$ cat src/rtl/clk_div_pkg.sv
// Shared definitions for the clk_div_bank clock-divider slice.
//   DIV_MIN      smallest divide ratio ever allowed to take effect
//   chan_state_e run/stop state of a channel (used when CLK_DIV_GATE_EN is defined)
//   ch_idx_w()   width of a channel index for a given channel count (at least 1)
//   clamp_div()  raises illegal ratios 0 and 1 to DIV_MIN
package clk_div_pkg;

  localparam int unsigned DIV_MIN = 2;

  typedef enum logic {
    ST_RUN  = 1'b0,
    ST_STOP = 1'b1
  } chan_state_e;

  function automatic int unsigned ch_idx_w(input int unsigned n);
    return (n > 1) ? $clog2(n) : 1;
  endfunction

  function automatic int unsigned clamp_div(input int unsigned d);
    return (d < DIV_MIN) ? DIV_MIN : d;
  endfunction

endpackage

$ cat src/rtl/clk_div_bank_if.sv
// Configuration/output bundle of clk_div_bank.
//   cfg_we/cfg_ch/cfg_div  ratio write strobe, target channel, requested ratio
//   sync                   one-cycle strobe restarting every channel at count 0
//   gate                   per-channel stop request (only when CLK_DIV_GATE_EN is defined)
//   ch_clk/ch_en/pending   divided clocks, end-of-period strobes, ratio-waiting flags
// master = configuring agent, slave = the divider bank.
interface clk_div_bank_if
  import clk_div_pkg::*;
#(
  parameter int unsigned NUM_CH = 3,
  parameter int unsigned DIV_W  = 8
) ();

  localparam int unsigned CH_W = ch_idx_w(NUM_CH);

  logic              cfg_we;
  logic [CH_W-1:0]   cfg_ch;
  logic [DIV_W-1:0]  cfg_div;
  logic              sync;
`ifdef CLK_DIV_GATE_EN
  logic [NUM_CH-1:0] gate;
`endif
  logic [NUM_CH-1:0] ch_clk;
  logic [NUM_CH-1:0] ch_en;
  logic [NUM_CH-1:0] pending;

  modport master (
    output cfg_we, cfg_ch, cfg_div, sync,
`ifdef CLK_DIV_GATE_EN
    output gate,
`endif
    input  ch_clk, ch_en, pending
  );

  modport slave (
    input  cfg_we, cfg_ch, cfg_div, sync,
`ifdef CLK_DIV_GATE_EN
    input  gate,
`endif
    output ch_clk, ch_en, pending
  );

endinterface

$ cat src/rtl/clk_div_chan.sv
// One divider channel: period counter, active/next ratio with pending flag,
// registered divided clock and end-of-period strobe.
//   clk, rst      board clock, async active-high reset
//   we, wdata     ratio write for this channel (clamped here)
//   sync          restart at count 0, apply any pending ratio now
//   gate          stop request, sampled at the period boundary (CLK_DIV_GATE_EN only)
//   ch_clk, ch_en divided clock and last-cycle-of-period strobe
//   pending       a written ratio waits for the next boundary
// Optional feature macro: CLK_DIV_GATE_EN.
module clk_div_chan
  import clk_div_pkg::*;
#(
  parameter int unsigned      DIV_W = 8,
  parameter logic [DIV_W-1:0] DEF   = DIV_W'(2)
) (
  input  logic             clk,
  input  logic             rst,
  input  logic             we,
  input  logic [DIV_W-1:0] wdata,
  input  logic             sync,
`ifdef CLK_DIV_GATE_EN
  input  logic             gate,
`endif
  output logic             ch_clk,
  output logic             ch_en,
  output logic             pending
);

  logic [DIV_W-1:0] cnt_q, cnt_d;
  logic [DIV_W-1:0] div_q, div_d;
  logic [DIV_W-1:0] nxt_q, nxt_d;
  logic             pend_d;
  logic             clk_d, en_d;
  logic             wrap;
  logic             stopped, gate_i, halt_d;

`ifdef CLK_DIV_GATE_EN
  chan_state_e state_q;
  assign stopped = (state_q == ST_STOP);
  assign gate_i  = gate;
`else
  assign stopped = 1'b0;
  assign gate_i  = 1'b0;
`endif

  // Next-state: boundary/sync restart, ratio hand-over, write capture, output decode
  always_comb begin
    cnt_d  = cnt_q;
    div_d  = div_q;
    nxt_d  = nxt_q;
    pend_d = pending;
    halt_d = stopped;
    wrap   = (cnt_q == div_q - DIV_W'(1));

    if (stopped) begin
      cnt_d = '0;
      if (sync || !gate_i) begin
        if (pending) begin
          div_d  = nxt_q;
          pend_d = 1'b0;
        end
      end
      if (!gate_i) halt_d = 1'b0;
    end else if (sync || wrap) begin
      cnt_d = '0;
      if (pending) begin
        div_d  = nxt_q;
        pend_d = 1'b0;
      end
      if (wrap && gate_i) halt_d = 1'b1;
    end else begin
      cnt_d = cnt_q + DIV_W'(1);
    end

    // A write on a boundary/sync edge lands after the hand-over, so it waits a full period
    if (we) begin
      nxt_d  = DIV_W'(clamp_div(32'(wdata)));
      pend_d = 1'b1;
    end

    clk_d = !halt_d && (cnt_d >= (div_d >> 1));
    en_d  = !halt_d && (cnt_d == div_d - DIV_W'(1));
  end

  // State and output registers
  always_ff @(posedge clk or posedge rst) begin
    if (rst) begin
      cnt_q   <= '0;
      div_q   <= DEF;
      nxt_q   <= '0;
      pending <= 1'b0;
      ch_clk  <= 1'b0;
      ch_en   <= 1'b0;
`ifdef CLK_DIV_GATE_EN
      state_q <= ST_RUN;
`endif
    end else begin
      cnt_q   <= cnt_d;
      div_q   <= div_d;
      nxt_q   <= nxt_d;
      pending <= pend_d;
      ch_clk  <= clk_d;
      ch_en   <= en_d;
`ifdef CLK_DIV_GATE_EN
      state_q <= halt_d ? ST_STOP : ST_RUN;
`endif
    end
  end

endmodule

$ cat src/rtl/clk_div_bank.sv
// Programmable multi-channel clock divider. Decodes ratio writes to one
// channel and fans sync out to all of them.
//   B_CLK  board clock (sole clock)
//   RST    async active-high reset
//   bus    clk_div_bank_if.slave: cfg_we/cfg_ch/cfg_div/sync (+gate) in,
//          ch_clk/ch_en/pending out
// DEF_DIV packs the reset ratios, channel 0 in the least significant field.
// Optional feature macro: CLK_DIV_GATE_EN (per-channel stop via bus.gate).
module clk_div_bank
  import clk_div_pkg::*;
#(
  parameter int unsigned             NUM_CH  = 3,
  parameter int unsigned             DIV_W   = 8,
  parameter logic [NUM_CH*DIV_W-1:0] DEF_DIV = {8'd2, 8'd4, 8'd8}
) (
  input  logic           B_CLK,
  input  logic           RST,
  clk_div_bank_if.slave  bus
);

  localparam int unsigned CH_W = ch_idx_w(NUM_CH);

  logic [NUM_CH-1:0] we;

  for (genvar g = 0; g < NUM_CH; g++) begin : g_ch
    // Out-of-range indices match no channel, so such writes are dropped
    assign we[g] = bus.cfg_we && (bus.cfg_ch == CH_W'(g));

    clk_div_chan #(
      .DIV_W (DIV_W),
      .DEF   (DEF_DIV[g*DIV_W +: DIV_W])
    ) u_chan (
      .clk     (B_CLK),
      .rst     (RST),
      .we      (we[g]),
      .wdata   (bus.cfg_div),
      .sync    (bus.sync),
`ifdef CLK_DIV_GATE_EN
      .gate    (bus.gate[g]),
`endif
      .ch_clk  (bus.ch_clk[g]),
      .ch_en   (bus.ch_en[g]),
      .pending (bus.pending[g])
    );
  end

endmodule

$ cat src/flat_wrapper.sv
// flat-port wrapper written by rule: the top's interface ports become plain ports
module clk_div_bank_flat import clk_div_pkg::*;
#(
  parameter int unsigned             NUM_CH  = 3,
  parameter int unsigned             DIV_W   = 8,
  parameter logic [NUM_CH*DIV_W-1:0] DEF_DIV = {8'd2, 8'd4, 8'd8}
)
  (B_CLK, RST, bus_cfg_we, bus_cfg_ch, bus_cfg_div, bus_sync, bus_ch_clk, bus_ch_en, bus_pending);
  clk_div_bank_if #(.NUM_CH(NUM_CH), .DIV_W(DIV_W)) bus_i ();
  input  logic B_CLK;
  input  logic RST;
  input wire logic [$bits(bus_i.cfg_we)-1:0] bus_cfg_we;
  input wire logic [$bits(bus_i.cfg_ch)-1:0] bus_cfg_ch;
  input wire logic [$bits(bus_i.cfg_div)-1:0] bus_cfg_div;
  input wire logic [$bits(bus_i.sync)-1:0] bus_sync;
  output wire logic [$bits(bus_i.ch_clk)-1:0] bus_ch_clk;
  output wire logic [$bits(bus_i.ch_en)-1:0] bus_ch_en;
  output wire logic [$bits(bus_i.pending)-1:0] bus_pending;
  assign bus_i.cfg_we = bus_cfg_we;
  assign bus_i.cfg_ch = bus_cfg_ch;
  assign bus_i.cfg_div = bus_cfg_div;
  assign bus_i.sync = bus_sync;
  assign bus_ch_clk = bus_i.ch_clk;
  assign bus_ch_en = bus_i.ch_en;
  assign bus_pending = bus_i.pending;
  clk_div_bank #(.NUM_CH(NUM_CH), .DIV_W(DIV_W), .DEF_DIV(DEF_DIV)) u_core (.B_CLK(B_CLK), .RST(RST), .bus(bus_i));
endmodule
$ cat config.mk
export PLATFORM = sky130hd
export DESIGN_NAME = clk_div_bank_flat
export DESIGN_NICKNAME = d
export VERILOG_FILES = /design/src/rtl/clk_div_pkg.sv /design/src/rtl/clk_div_bank_if.sv /design/src/rtl/clk_div_chan.sv /design/src/rtl/clk_div_bank.sv /design/src/flat_wrapper.sv
export SDC_FILE = /design/constraint.sdc
export NUM_CORES = 1
export LEC_CHECK = 0
export CORE_MARGIN = 10
export CORE_UTILIZATION = 45
export CTS_BUF_LIST = sky130_fd_sc_hd__clkbuf_8
export CTS_CLUSTER_DIAMETER = 100
export CTS_CLUSTER_SIZE = 20
export DETAILED_ROUTE_END_ITERATION = 8
export PLACE_DENSITY_LB_ADDON = 0.08
export SLEW_MARGIN = 20
export SYNTH_ARGS = -nofsm -noshare
export SYNTH_HDL_FRONTEND = slang
export SYNTH_SLANG_ARGS = --single-unit
$ cat constraint.sdc
create_clock -name B_CLK -period 4.67 [get_ports B_CLK]
set_input_delay 0.934 -clock B_CLK [delete_from_list [all_inputs] [get_ports B_CLK]]
set_output_delay 0.934 -clock B_CLK [all_outputs]
set_load 0.1 [all_outputs]
---- Yosys cells after proc, flatten, opt, wreduce, memory -nomap -nowiden ----
Index checks and enable logic that the tools add are counted.
storage, ports and cells
  logic and storage cells ................. 65
  register bits ........................... 81
cells by class
  mux-type cells .......................... 16
  add/subtract/negate cells ............... 9
  equal/unequal tests ..................... 8
  reduce and logical (&&, ||, !) cells .... 10
  order comparisons ....................... 4
operators with widths
  kind                                                                          number
  8-bit two-way mux                                                             10
  8-bit == test                                                                 6
  8-bit by 1-bit subtractor with 8-bit output, second input constant            6
  8-bit by 1-bit adder with 8-bit output, second input constant                 3
  8-bit by 7-bit greater-or-equal comparator with 1-bit output                  3
  8-bit by 2-bit less-than comparator with 1-bit output, second input constant  1
  1-bit two-way mux                                                             6
  2-bit nonzero test                                                            3
  1-bit logical AND                                                             3
  1-bit logical OR                                                              3
  2-bit by 1-bit == test with 1-bit output, second input constant               1
  2-bit == test, second input constant                                          1
  2-bit zero test                                                               1

---- Longest topological paths before layout ----
Gate-level depths: netlist of run 1.
  depth in word-level cells ............... 6
  gate-level depth with buffers ........... 21
  depth with buffers taken out ............ 19

---- Modules after synthesis ----
A second synthesis of run 1 with hierarchy kept.
unflattened totals
  cell total of the unflattened synthesis .. 588
  area, all modules ....................... 5720.5 um^2
by module, submodules not included
  module        cells an instance  sequential area each (um^2)  area each (um^2)  times used
  clk_div_chan  195                676.9                        1896.8            3
  clk_div_bank  3                  0.0                          30.0              1

---- Worst setup path before layout of run 1 ----
Ideal clock, no wire load.
  path kind ............................... register -> register
  from .................................... register u_core.g_ch[0].u_chan.div_q[0]
  to ...................................... register u_core.g_ch[0].u_chan.ch_clk
  slack ................................... 0.524 ns
  clock period less this slack ............ 4.146 ns
  setup time .............................. 0.123 ns
  arrival time ............................ 4.023 ns
  cell stages (with the launch flop) ...... 19
  path buffers ............................ 1
  required time ........................... 4.547 ns
  cells stage by stage .................... dfrtp_1 nor3_1 nor3b_1 xor3_1 o41ai_1 nand2_1 clkbuf_1 mux2i_1 inv_1 ha_1 nand2b_1 a21oi_1 nor2b_1 o21ai_0 nand2b_1 a21oi_1 nor2b_1 o21ai_0 nand2_1
on the way
  word-level cells in the longest chain between the ends .. 5
RTL lines
  what                                                          line                 text
  start: declaration                                            clk_div_chan.sv:30   logic [DIV_W-1:0] div_q, div_d;
  start signal: assignment                                      clk_div_chan.sv:99   div_q <= div_d;
  8-bit by 1-bit subtractor with 8-bit output                   clk_div_chan.sv:53   wrap = (cnt_q == div_q - DIV_W'(1));
  8-bit == test                                                 clk_div_chan.sv:53
  1-bit logical OR                                              clk_div_chan.sv:64   end else if (sync || wrap) begin
  8-bit two-way mux                                             clk_div_chan.sv:64
  net u_core.g_ch[0].u_chan.div_d[1]                            clk_div_chan.sv:30
  8-bit by 7-bit greater-or-equal comparator with 1-bit output  clk_div_chan.sv:81   clk_d = !halt_d && (cnt_d >= (div_d >> 1));
  net u_core.g_ch[0].u_chan.clk_d                               clk_div_chan.sv:33   logic clk_d, en_d;
  end signal: assignment                                        clk_div_chan.sv:102  ch_clk <= clk_d;
  end: declaration                                              clk_div_chan.sv:24   output logic ch_clk,
The timed path passes the listed nets, and every way through them passes these cells.
A chain may end at the register's enable or synchronous reset.

---- Worst setup path after layout of run 1 ----
  from .................................... register u_core.g_ch[1].u_chan.div_q[4]
  to ...................................... register u_core.g_ch[1].u_chan.ch_clk
on the way
  word-level cells in the longest chain between the ends .. 5
RTL lines
  what                                                          line
  start: declaration                                            clk_div_chan.sv:30
  start signal: assignment                                      clk_div_chan.sv:99
  8-bit by 1-bit subtractor with 8-bit output                   clk_div_chan.sv:53
  8-bit == test                                                 clk_div_chan.sv:53
  1-bit logical OR                                              clk_div_chan.sv:64
  8-bit two-way mux                                             clk_div_chan.sv:64
  net u_core.g_ch[1].u_chan.div_d[1]                            clk_div_chan.sv:30
  8-bit by 7-bit greater-or-equal comparator with 1-bit output  clk_div_chan.sv:81
  net u_core.g_ch[1].u_chan.clk_d                               clk_div_chan.sv:33
  end signal: assignment                                        clk_div_chan.sv:102
  end: declaration                                              clk_div_chan.sv:24
The timed path passes the listed nets, and every way through them passes these cells.

==> flow_summary.json, run 1 <==
{
  "holdPathStages": 1,
  "grt_max_degree": 38,
  "rr_worst_depth": 16,
  "cts_tree": "yes",
  "viasPerCell": 5.49,
  "final_hold_viol_count": 0,
  "cp_data_arrival_time_ps": 4210,
  "cts_hold_buf": 0,
  "grt_overflow": 0,
  "status": "complete, no violations",
  "antenna_found_initial": 0,
  "synth_edf_count": 0,
  "fmax_ghz": 0.253,
  "rsz0062_at_grt": "no",
  "grt_pass1_vias": 4242,
  "critical_path.max_fanout": 11,
  "place_ws_ps": 686,
  "switching_share_pct": 39.6,
  "core_um2": 12100,
  "setup_violations": 0,
  "clk_latency_ps": 370,
  "fin_worst_skew_ps": 8.23,
  "slew_viol_final": 0,
  "htreeDepth": 3,
  "sequentialPowerShare_pct": 35.9,
  "post_cts_buffers": 0,
  "ys_seq_area_share_pct": 36.3,
  "wl_um": 13300,
  "critical_path_class": "flip-flop to flip-flop",
  "wire_per_inst_um": 17.4,
  "powerDensity_nw_per_um2": 502,
  "root_buffer": "clkbuf_8",
  "ir_drop_mv": 0.305,
  "cts_made_buffers": 9,
  "combPwrFrac_pct": 42.5,
  "hp-class": "flip-flop to flip-flop",
  "clockBufferDepth": 2,
  "clkTransAtPathRegs_ps": 90,
  "internal_power_mw": 1.87,
  "synthToLayoutAreaGrowth_pct": 10.5,
  "drive_gt1_share_pct": 11.4,
  "cts_resized": 0,
  "rows": 40,
  "grt_pass1_wl_um": 22200,
  "slew_headroom_pct": 34.0,
  "critPathLaunchType": "flip-flop",
  "track_usage_pct": 15.7,
  "clock_power_share_pct": 21.7,
  "hpwl_um": 10300,
  "syn_area_um2": 5590,
  "start_util_pct": 46.2,
  "syn_nets": 626,
  "tightestPinTransition_ps": 987,
  "num_antenna_cells": 0,
  "dr_total_vias": 4199,
  "place_congestion": 0.892,
  "syn_inst": 582,
  "synth_top_area_share_pct": 34.9,
  "dieArea_um2": 17300,
  "synth_top_area_cell": "dfrtp_1",
  "synthFlopType": "dfrtp_1",
  "synth_seq_cells": 81,
  "period_minus_slack_ps": 3950,
  "die_w_um": 131,
  "nNetsFinal": 636,
  "synth.area.top_cells": "dfrtp_1, ha_1, xnor2_1, mux2i_1, mux2_2",
  "crit_required_ps": 4940,
  "max-cap-violations": 0,
  "ys_types": 66,
  "cts.sinks": 81,
  "avgSynthCellArea_um2": 9.61,
  "post-route-period-util_pct": 84.5,
  "yosysWarnings": 0,
  "drt-initial-drc-count": 319,
  "critPathCaptureType": "flip-flop",
  "fillers": 1156,
  "first_pass_iters": 4,
  "fin_ws_ps": 723,
  "synth-async-reset-ratio_pct": 100,
  "die_h_um": 131,
  "setup_tns_ps": 0,
  "power.switching_mw": 1.23,
  "numPortBuffers": 22,
  "antenna_left": 0,
  "p_leak_nw": 2.91,
  "post-route-drc-count": 0,
  "top_level_ports": 23
}
critical path, cell delays in order (launching register included):
cell and delay (ps):
dfrtp_1 470, nor3_1 460, nand3b_1 140, a31o_2 250, o2111a_1 360, o21ai_2 270
mux2i_1 290, inv_1 90, ha_1 280, nand2b_1 140, a21o_1 170, a21o_1 170
a21oi_1 180, nor2b_1 70, o21ai_0 160, nand2b_1 80, a211o_1 280
area by class of cell:
type                       instances  area [µm²]  share of cell area (%)
tap                              168         210                    3.40
clock inverter                     4        97.6                    1.58
sequential                        81        2030                    32.9
inverter                          50         189                    3.06
timing repair buffer              32         295                    4.78
clock buffer                      12         165                    2.67
multi-input combinational        418        3190                    51.7
final timing paths:
kind,from,to,slack [ps]
max,u_core.g_ch[1].u_chan.div_q[4]$_DFF_PP0_,u_core.g_ch[1].u_chan.ch_clk$_DFF_PP0_,720
min,u_core.g_ch[2].u_chan.nxt_q[7]$_DFFE_PP0P_,u_core.g_ch[2].u_chan.nxt_q[7]$_DFFE_PP0P_,540
max reg2reg,u_core.g_ch[1].u_chan.div_q[4]$_DFF_PP0_,u_core.g_ch[1].u_chan.ch_clk$_DFF_PP0_,720
min reg2reg,u_core.g_ch[2].u_chan.nxt_q[7]$_DFFE_PP0P_,u_core.g_ch[2].u_chan.nxt_q[7]$_DFFE_PP0P_,540
max in group asynchronous,RST,u_core.g_ch[2].u_chan.div_q[1]$_DFF_PP1_,2910
min in group asynchronous,RST,u_core.g_ch[1].u_chan.nxt_q[7]$_DFFE_PP0P_,950
placed cells by master (no fill, tap or decap), drive strengths merged, types with 4 or more instances in the layout:
master / Yosys / routed
dfrtp: 78 / 78
inv: 50 / 49
nor2: 42 / 42
xnor2: 36 / 36
mux2i: 31 / 31
ha: 30 / 30
xor2: 26 / 26
nor3: 25 / 25
nand2: 23 / 23
mux2: 23 / 23
clkdlybuf4s50: 0 / 22
o21ai: 21 / 21
a21oi: 16 / 16
nand3: 16 / 16
nand2b: 12 / 12
clkbuf: 13 / 12
nor2b: 11 / 11
buf: 20 / 10
and3: 9 / 9
or3: 8 / 8
a211o: 6 / 6
nand3b: 5 / 5
nor4: 5 / 5
o211ai: 5 / 5
nor3b: 5 / 5
or4: 4 / 4
a31oi: 4 / 4
a211oi: 4 / 4
power groups by stage:
stage               Clock, mW  Combinational, mW  Sequential [mW]
detailed placement          0               1.32             1.13
global route            0.717               1.48             1.15
floorplan                   0               1.16            0.981
finish                  0.672               1.32             1.11
CTS                     0.689               1.33             1.11
global placement            0               1.30             1.12
cells in the mapped netlist (all sizes together), types with 20 or more instances:
cell type  count
dfrtp         78
mux2i         31
nor2          42
inv           50
mux2          23
xnor2         36
nor3          25
ha            30
o21ai         21
xor2          26
nand2         23
buf           20
through the flow:
| step | util, % | total power, mW | instance area (µm²) | cells | hold slack [ps] |
|---|---|---|---|---|---|
| after global placement | 48.9 | 2.42 | 5920 | 749 | 515 |
| after CTS | 51.0 | 3.13 | 6180 | 765 | 545 |
| final | 51.0 | 3.11 | 6180 | 765 | 536 |
| after detailed placement | 48.9 | 2.45 | 5920 | 749 | 522 |
| after floorplan | - | 2.14 | 5590 | 582 | 468 |
| after global routing | 51.0 | 3.34 | 6180 | 765 | 564 |
sequential cells by signal, indices dropped and copies added, names as in the netlist:
register	count
u_core.g_ch.u_chan.ch_clk	3
u_core.g_ch.u_chan.cnt_q	24
u_core.g_ch.u_chan.pending	3
u_core.g_ch.u_chan.div_q	24
u_core.g_ch.u_chan.nxt_q	24
u_core.g_ch.u_chan.ch_en	3
metal layers:
metal	part of all wire, %	wire (µm)	GRT usage [%]	vias to the layer above
met5	0	0	0	-
li1	-	-	-	2062
met1	47	6220	20.8	2039
met3	3.7	496	2.67	24
met4	2.3	306	6.24	0
met2	47	6290	25.0	74
logic make-up (layout without fill, tap and decap cells):
| logic type | after synthesis | after routing | share of synthesized area (%) |
|---|---|---|---|
| DFF | 81 | 81 | 36.3 |
| xor gates and xnor gates | 66 | 66 | 11.4 |
| buffers and inverters | 83 | 98 | 6.71 |
| and+or+nand+nor | 179 | 179 | 17.2 |
| adders and majority gates | 30 | 30 | 6.71 |
| AOI/OAI and AO/OA | 89 | 89 | 11.3 |
| muxes | 54 | 54 | 10.4 |
No activity file was read; power rests on OpenSTA's default activity.
==> inputs of run 2 (changes only) <==
==> constraint.sdc (replaced) <==
create_clock -name B_CLK -period 3.32 [get_ports B_CLK]
set_input_delay 0.664 -clock B_CLK [delete_from_list [all_inputs] [get_ports B_CLK]]
set_output_delay 0.664 -clock B_CLK [all_outputs]
set_load 0.1 [all_outputs]
==> run 2 against run 1 <==
Net effect: the run now ends with negative setup slack left; worst hold slack got worse by 16 ps; total power is 65% higher; non-clock buffer count grew 114; critical path depth fell by 3; clock power rose by 22%; register-to-register slack lost 870 ps; global-route usage increased by 1.8 points; sequential cell count stayed put; critical path type unchanged; critical endpoint is now u_core.g_ch[2].u_chan.ch_en$_DFF_PP0_; largest cell class unchanged.
==> flow_summary.json, run 2 (synthesis results as in run 1) <==
{
  "grt_pass1_vias": 4896,
  "final_common_cell": "buf_4",
  "crit_start": "u_core.g_ch[2].u_chan.div_q[1]$_DFF_PP1_",
  "root_buffer": "clkbuf_8",
  "dieArea_um2": 17300,
  "critical_path_class": "flip-flop to flip-flop",
  "cp_data_arrival_time_ps": 3750,
  "slew_viol_final": 0,
  "post-route-drc-count": 0,
  "r2r-end": "u_core.g_ch[2].u_chan.ch_en$_DFF_PP0_",
  "dr_total_vias": 4782,
  "clk_latency_ps": 370,
  "critPathCaptureType": "flip-flop",
  "grt_pass1_wl_um": 25000,
  "powerDensity_nw_per_um2": 706,
  "cts_made_buffers": 9,
  "die_h_um": 131,
  "place_ws_ps": -307,
  "post-route-period-util_pct": 104,
  "total_power_mw": 5.13,
  "synthToLayoutAreaGrowth_pct": 30.0,
  "setup.worst_path.end": "u_core.g_ch[2].u_chan.ch_en$_DFF_PP0_",
  "final_cell_mix": "buf_4, dfrtp_1, inv_1",
  "placedInstanceArea_um2": 6700,
  "track_usage_pct": 17.5,
  "crit_required_ps": 3600,
  "viasPerCell": 5.44,
  "drt-initial-drc-count": 350,
  "period_minus_slack_ps": 3470,
  "rr_worst_depth": 13,
  "fmax_ghz": 0.288,
  "grt_overflow": 0,
  "drive_gt1_share_pct": 32.9,
  "cts_tree": "yes",
  "largestRegisters": "u_core.g_ch.u_chan.cnt_q (24), u_core.g_ch.u_chan.div_q (24), u_core.g_ch.u_chan.nxt_q (24)",
  "final_cells": 879,
  "clockBufferDepth": 2,
  "fin_area_um2": 7270,
  "num_antenna_cells": 0,
  "final_hold_viol_count": 0,
  "setup_tns_ps": -414,
  "hpwl_um": 11800,
  "critical_path.max_fanout": 4,
  "numPortBuffers": 22,
  "top_level_ports": 23,
  "status": "finished with violations",
  "core_um2": 12100,
  "p_leak_nw": 3.51,
  "tightestPinTransition_ps": 530,
  "multi_input_area_um2": 3450,
  "cts.sinks": 81,
  "antenna_found_initial": 0,
  "r2r_start": "u_core.g_ch[2].u_chan.div_q[1]$_DFF_PP1_",
  "wl_um": 15200,
  "first_pass_iters": 5,
  "start_util_pct": 46.2,
  "grt_max_degree": 58,
  "fillers": 1084,
  "place_congestion": 0.952,
  "fin_worst_skew_ps": 9.43,
  "rsz0062_at_grt": "yes",
  "regArea_um2": 2030,
  "fin_ws_ps": -149,
  "ir_drop_mv": 0.297,
  "slew_headroom_pct": 64.6,
  "dp.cells": 843,
  "clkTransAtPathRegs_ps": 90,
  "setup_violations": 4,
  "hp-class": "flip-flop to flip-flop",
  "critPathLaunchType": "flip-flop",
  "antenna_left": 0,
  "fin_hold_ws_ps": 520,
  "violations": "negative setup slack",
  "rrSetupSlack_ps": -150,
  "final_core_util_pct": 60.0,
  "rows": 40,
  "die_w_um": 131,
  "nNetsFinal": 750,
  "max-cap-violations": 0,
  "wire_per_inst_um": 17.3,
  "htreeDepth": 3
}
==> run 2: what timing repair did <==
| action | 4_1_cts | 5_1_grt |
|---|---|---|
| hold buffers | 0 | 0 |
| pin swaps | 8 | 10 |
| buffers inserted | 12 | 8 |
| endpoints found under the setup margin | 5 | 6 |
| gates resized for setup | 20 | 28 |
==> run 2: worst max-delay path, stage by stage (launching register included) <==
cell      delay, ps
dfstp_2         570
inv_2            30
ha_1            270
xor2_1          160
nand2_1          80
or4_1           530
o22a_4          250
mux2i_2         240
ha_2            240
inv_1            60
a221o_1         310
o2111a_1        160
a211o_1         280
a211oi_2        190
==> run 2: layout make-up <==
cell class,count,area share (%)
Timing Repair Buffer,146,16.0
Multi-Input combinational cell,418,47.5
Clock inverter,6,1.15
Sequential cell,81,28.0
Inverter,50,2.60
Clock buffer,10,1.89
Tap cell,168,2.89
==> run 2: report_power, final <==
group          total, mW  switching [mW]  internal (mW)
clock              0.821           0.381          0.440
combinational       2.84            1.39           1.45
sequential          1.47           0.260           1.21
==> run 2: layer usage <==
| metal | part of all wire, % | track usage (%) |
|---|---|---|
| met1 | 46 | 23.2 |
| met2 | 46 | 27.8 |
| met5 | 0 | 0 |
| met4 | 2.6 | 7.66 |
| met3 | 4.8 | 2.52 |
==> run 2: worst min-delay path by stage <==
stage                                                     startpoint                                         end  cells past startpoint
after floorplan           u_core.g_ch[1].u_chan.nxt_q[0]$_DFFE_PP0P_  u_core.g_ch[1].u_chan.nxt_q[0]$_DFFE_PP0P_                      2
after global placement    u_core.g_ch[1].u_chan.nxt_q[0]$_DFFE_PP0P_  u_core.g_ch[1].u_chan.nxt_q[0]$_DFFE_PP0P_                      2
after detailed placement  u_core.g_ch[1].u_chan.nxt_q[0]$_DFFE_PP0P_  u_core.g_ch[1].u_chan.nxt_q[0]$_DFFE_PP0P_                      2
after CTS                 u_core.g_ch[1].u_chan.nxt_q[0]$_DFFE_PP0P_  u_core.g_ch[1].u_chan.nxt_q[0]$_DFFE_PP0P_                      2
after global routing      u_core.g_ch[1].u_chan.nxt_q[0]$_DFFE_PP0P_  u_core.g_ch[1].u_chan.nxt_q[0]$_DFFE_PP0P_                      2
final                     u_core.g_ch[1].u_chan.nxt_q[0]$_DFFE_PP0P_  u_core.g_ch[1].u_chan.nxt_q[0]$_DFFE_PP0P_                      2
==> inputs of run 3 (changes only) <==
--- a/config.mk
+++ b/config.mk
@@ -11,7 +11,7 @@
 export CTS_CLUSTER_DIAMETER = 100
 export CTS_CLUSTER_SIZE = 20
 export DETAILED_ROUTE_END_ITERATION = 8
-export PLACE_DENSITY_LB_ADDON = 0.08
+export PLACE_DENSITY_LB_ADDON = 0.3
 export SLEW_MARGIN = 20
 export SYNTH_ARGS = -nofsm -noshare
 export SYNTH_HDL_FRONTEND = slang
==> run 3 against run 2 <==
Net effect: the flow still finishes with violations (negative setup slack); via count is 2.5% lower; count of clock-buffer cells in the layout is the same; die area unchanged; clock power down 16%; wire length down 3.4%; largest power group unchanged; fmax is 1.8% lower; register-to-register slack got worse by 70 ps; utilization shrank 0.71 points; cell count decreased by 2.2%; clock skew up 4.7 ps; non-clock buffer count shrank 19; sequential share of layout area up 0.34 points.
==> flow_summary.json, run 3 (synthesis results as in run 1) <==
{
  "hp-class": "primary input to asynchronous set/reset pin",
  "root_buffer": "clkbuf_8",
  "max-cap-violations": 0,
  "fin_ws_ps": -214,
  "fillers": 1031,
  "final_common_cell": "buf_4",
  "path_depth": 14,
  "grt_pass1_vias": 4761,
  "rrSetupSlack_ps": -210,
  "start_util_pct": 46.2,
  "grt_max_degree": 65,
  "post-route-period-util_pct": 106,
  "period_minus_slack_ps": 3530,
  "critPathCaptureType": "flip-flop",
  "antenna_left": 0,
  "ir_drop_mv": 0.329,
  "cpPeakStageDelay_ps": 490,
  "clockBufferDepth": 2,
  "grt_pass1_wl_um": 23800,
  "cp_num_buf_inv": 3,
  "post-route-drc-count": 0,
  "core_um2": 12100,
  "crit_required_ps": 3600,
  "rsz0062_at_grt": "yes",
  "viasPerCell": 5.42,
  "cp_data_arrival_time_ps": 3810,
  "dieArea_um2": 17300,
  "rows": 40,
  "first_pass_iters": 5,
  "place_congestion": 0.913,
  "htreeDepth": 3,
  "placedInstanceArea_um2": 6540,
  "nNetsFinal": 731,
  "final_cell_mix": "buf_4, dfrtp_1, inv_1",
  "slew_headroom_pct": 59.4,
  "num_antenna_cells": 0,
  "p_leak_nw": 3.44,
  "rr_worst_depth": 14,
  "drt-initial-drc-count": 387,
  "numPortBuffers": 22,
  "antenna_found_initial": 0,
  "cts_hold_buf": 0,
  "cts_made_buffers": 9,
  "critical_path.max_fanout": 4,
  "clk_latency_ps": 380,
  "drive_gt1_share_pct": 31.2,
  "wire_per_inst_um": 17.1,
  "track_usage_pct": 16.6,
  "hpwl_um": 10700,
  "final_cells": 860,
  "die_h_um": 131,
  "slew_viol_final": 0,
  "die_w_um": 131,
  "cp_slowest_cell": "or4_1",
  "largestRegisters": "u_core.g_ch.u_chan.cnt_q (24), u_core.g_ch.u_chan.div_q (24), u_core.g_ch.u_chan.nxt_q (24)",
  "setup_tns_ps": -455,
  "cts.sinks": 81,
  "fin_area_um2": 7180,
  "wl_um": 14700,
  "fin_worst_skew_ps": 14.1,
  "cts_tree": "yes",
  "grt_overflow": 0,
  "fmax_ghz": 0.283,
  "status": "finished with violations",
  "powerDensity_nw_per_um2": 700,
  "final_hold_viol_count": 0,
  "cp_cell_sequence": "or3_4 -> nor3_4 -> xnor2_2 -> or4_1 -> o22a_2 -> buf_4 -> buf_4 -> mux2i_4 -> ha_4 -> inv_2 -> a221o_1 -> o2111a_1 -> a211o_1 -> a211oi_2",
  "critical_path_class": "flip-flop to flip-flop",
  "critPathLaunchType": "flip-flop",
  "total_power_mw": 5.03,
  "synthToLayoutAreaGrowth_pct": 28.4,
  "crit_path_frequent_cell": "buf_4",
  "violations": "negative setup slack",
  "dp.cells": 821,
  "place_ws_ps": -359,
  "cp_top_family": "compound AO/OA/AOI/OAI gates",
  "dr_total_vias": 4663,
  "clkTransAtPathRegs_ps": 90,
  "top_level_ports": 23,
  "setup_violations": 3,
  "tightestPinTransition_ps": 604
}
==> run 3: changes by cell type in the layout (fill, tap and decap cells not counted), moves of 2 or more <==
cell,before,now
buf_4,129,105
mux2i_2,5,3
bufinv_16,2,0
nor3_2,5,2
inv_1,49,47
nor2_4,2,0
ha_4,0,3
ha_1,28,26
nor4_4,1,3
nor4_1,3,1
clkinv_4,0,2
buf_6,2,6
nor3_1,17,19
==> run 3: layer usage <==
metal	GRT usage (%)	vias to the layer above	routed length, µm
met1	20.9	2300	6640
met3	2.32	21	458
li1	-	2253	-
met5	0	-	0
met4	5.69	0	253
met2	28.3	89	7310
==> run 3: metrics by stage <==
| stage | hold slack (ps) | utilization [%] |
|---|---|---|
| floorplan | 468 | - |
| global placement | 509 | 54.0 |
| detailed placement | 511 | 54.0 |
| CTS | 548 | 57.6 |
| global route | 569 | 59.3 |
| finish | 556 | 59.3 |
==> run 3: where the power goes <==
group	switching (mW)	internal, mW	total (mW)
Sequential	0.284	1.21	1.49
Clock	0.396	0.293	0.689
Combinational	1.40	1.45	2.85
==> run 3: layout make-up <==
cell class                 instances  area [µm²]  area share, %
sequential                        81        2030           28.3
clock buffer                      10         138           1.92
multi-input combinational        418        3520           49.0
clock inverter                     6        42.5          0.592
inverter                          50         191           2.67
tap                              168         210           2.93
timing repair buffer             127        1050           14.6
==> run 3: final timing paths <==
check	from	end
setup / recovery	u_core.g_ch[2].u_chan.div_q[0]$_DFF_PP0_	u_core.g_ch[2].u_chan.ch_en$_DFF_PP0_
hold / removal	RST	u_core.g_ch[1].u_chan.nxt_q[7]$_DFFE_PP0P_
setup reg to reg	u_core.g_ch[2].u_chan.div_q[0]$_DFF_PP0_	u_core.g_ch[2].u_chan.ch_en$_DFF_PP0_
hold reg to reg	u_core.g_ch[0].u_chan.nxt_q[6]$_DFFE_PP0P_	u_core.g_ch[0].u_chan.nxt_q[6]$_DFFE_PP0P_
max in group asynchronous	RST	u_core.g_ch[2].u_chan.div_q[1]$_DFF_PP1_
min in group B_CLK	u_core.g_ch[0].u_chan.nxt_q[6]$_DFFE_PP0P_	u_core.g_ch[0].u_chan.nxt_q[6]$_DFFE_PP0P_
==> run 3: what timing repair did <==
item | CTS | global route
gates resized for setup | 31 | 32
pin swaps | 15 | 11
setup buffers | 15 | 8
endpoints found under the hold margin | 0 | 0
endpoints found under the setup margin | 5 | 6
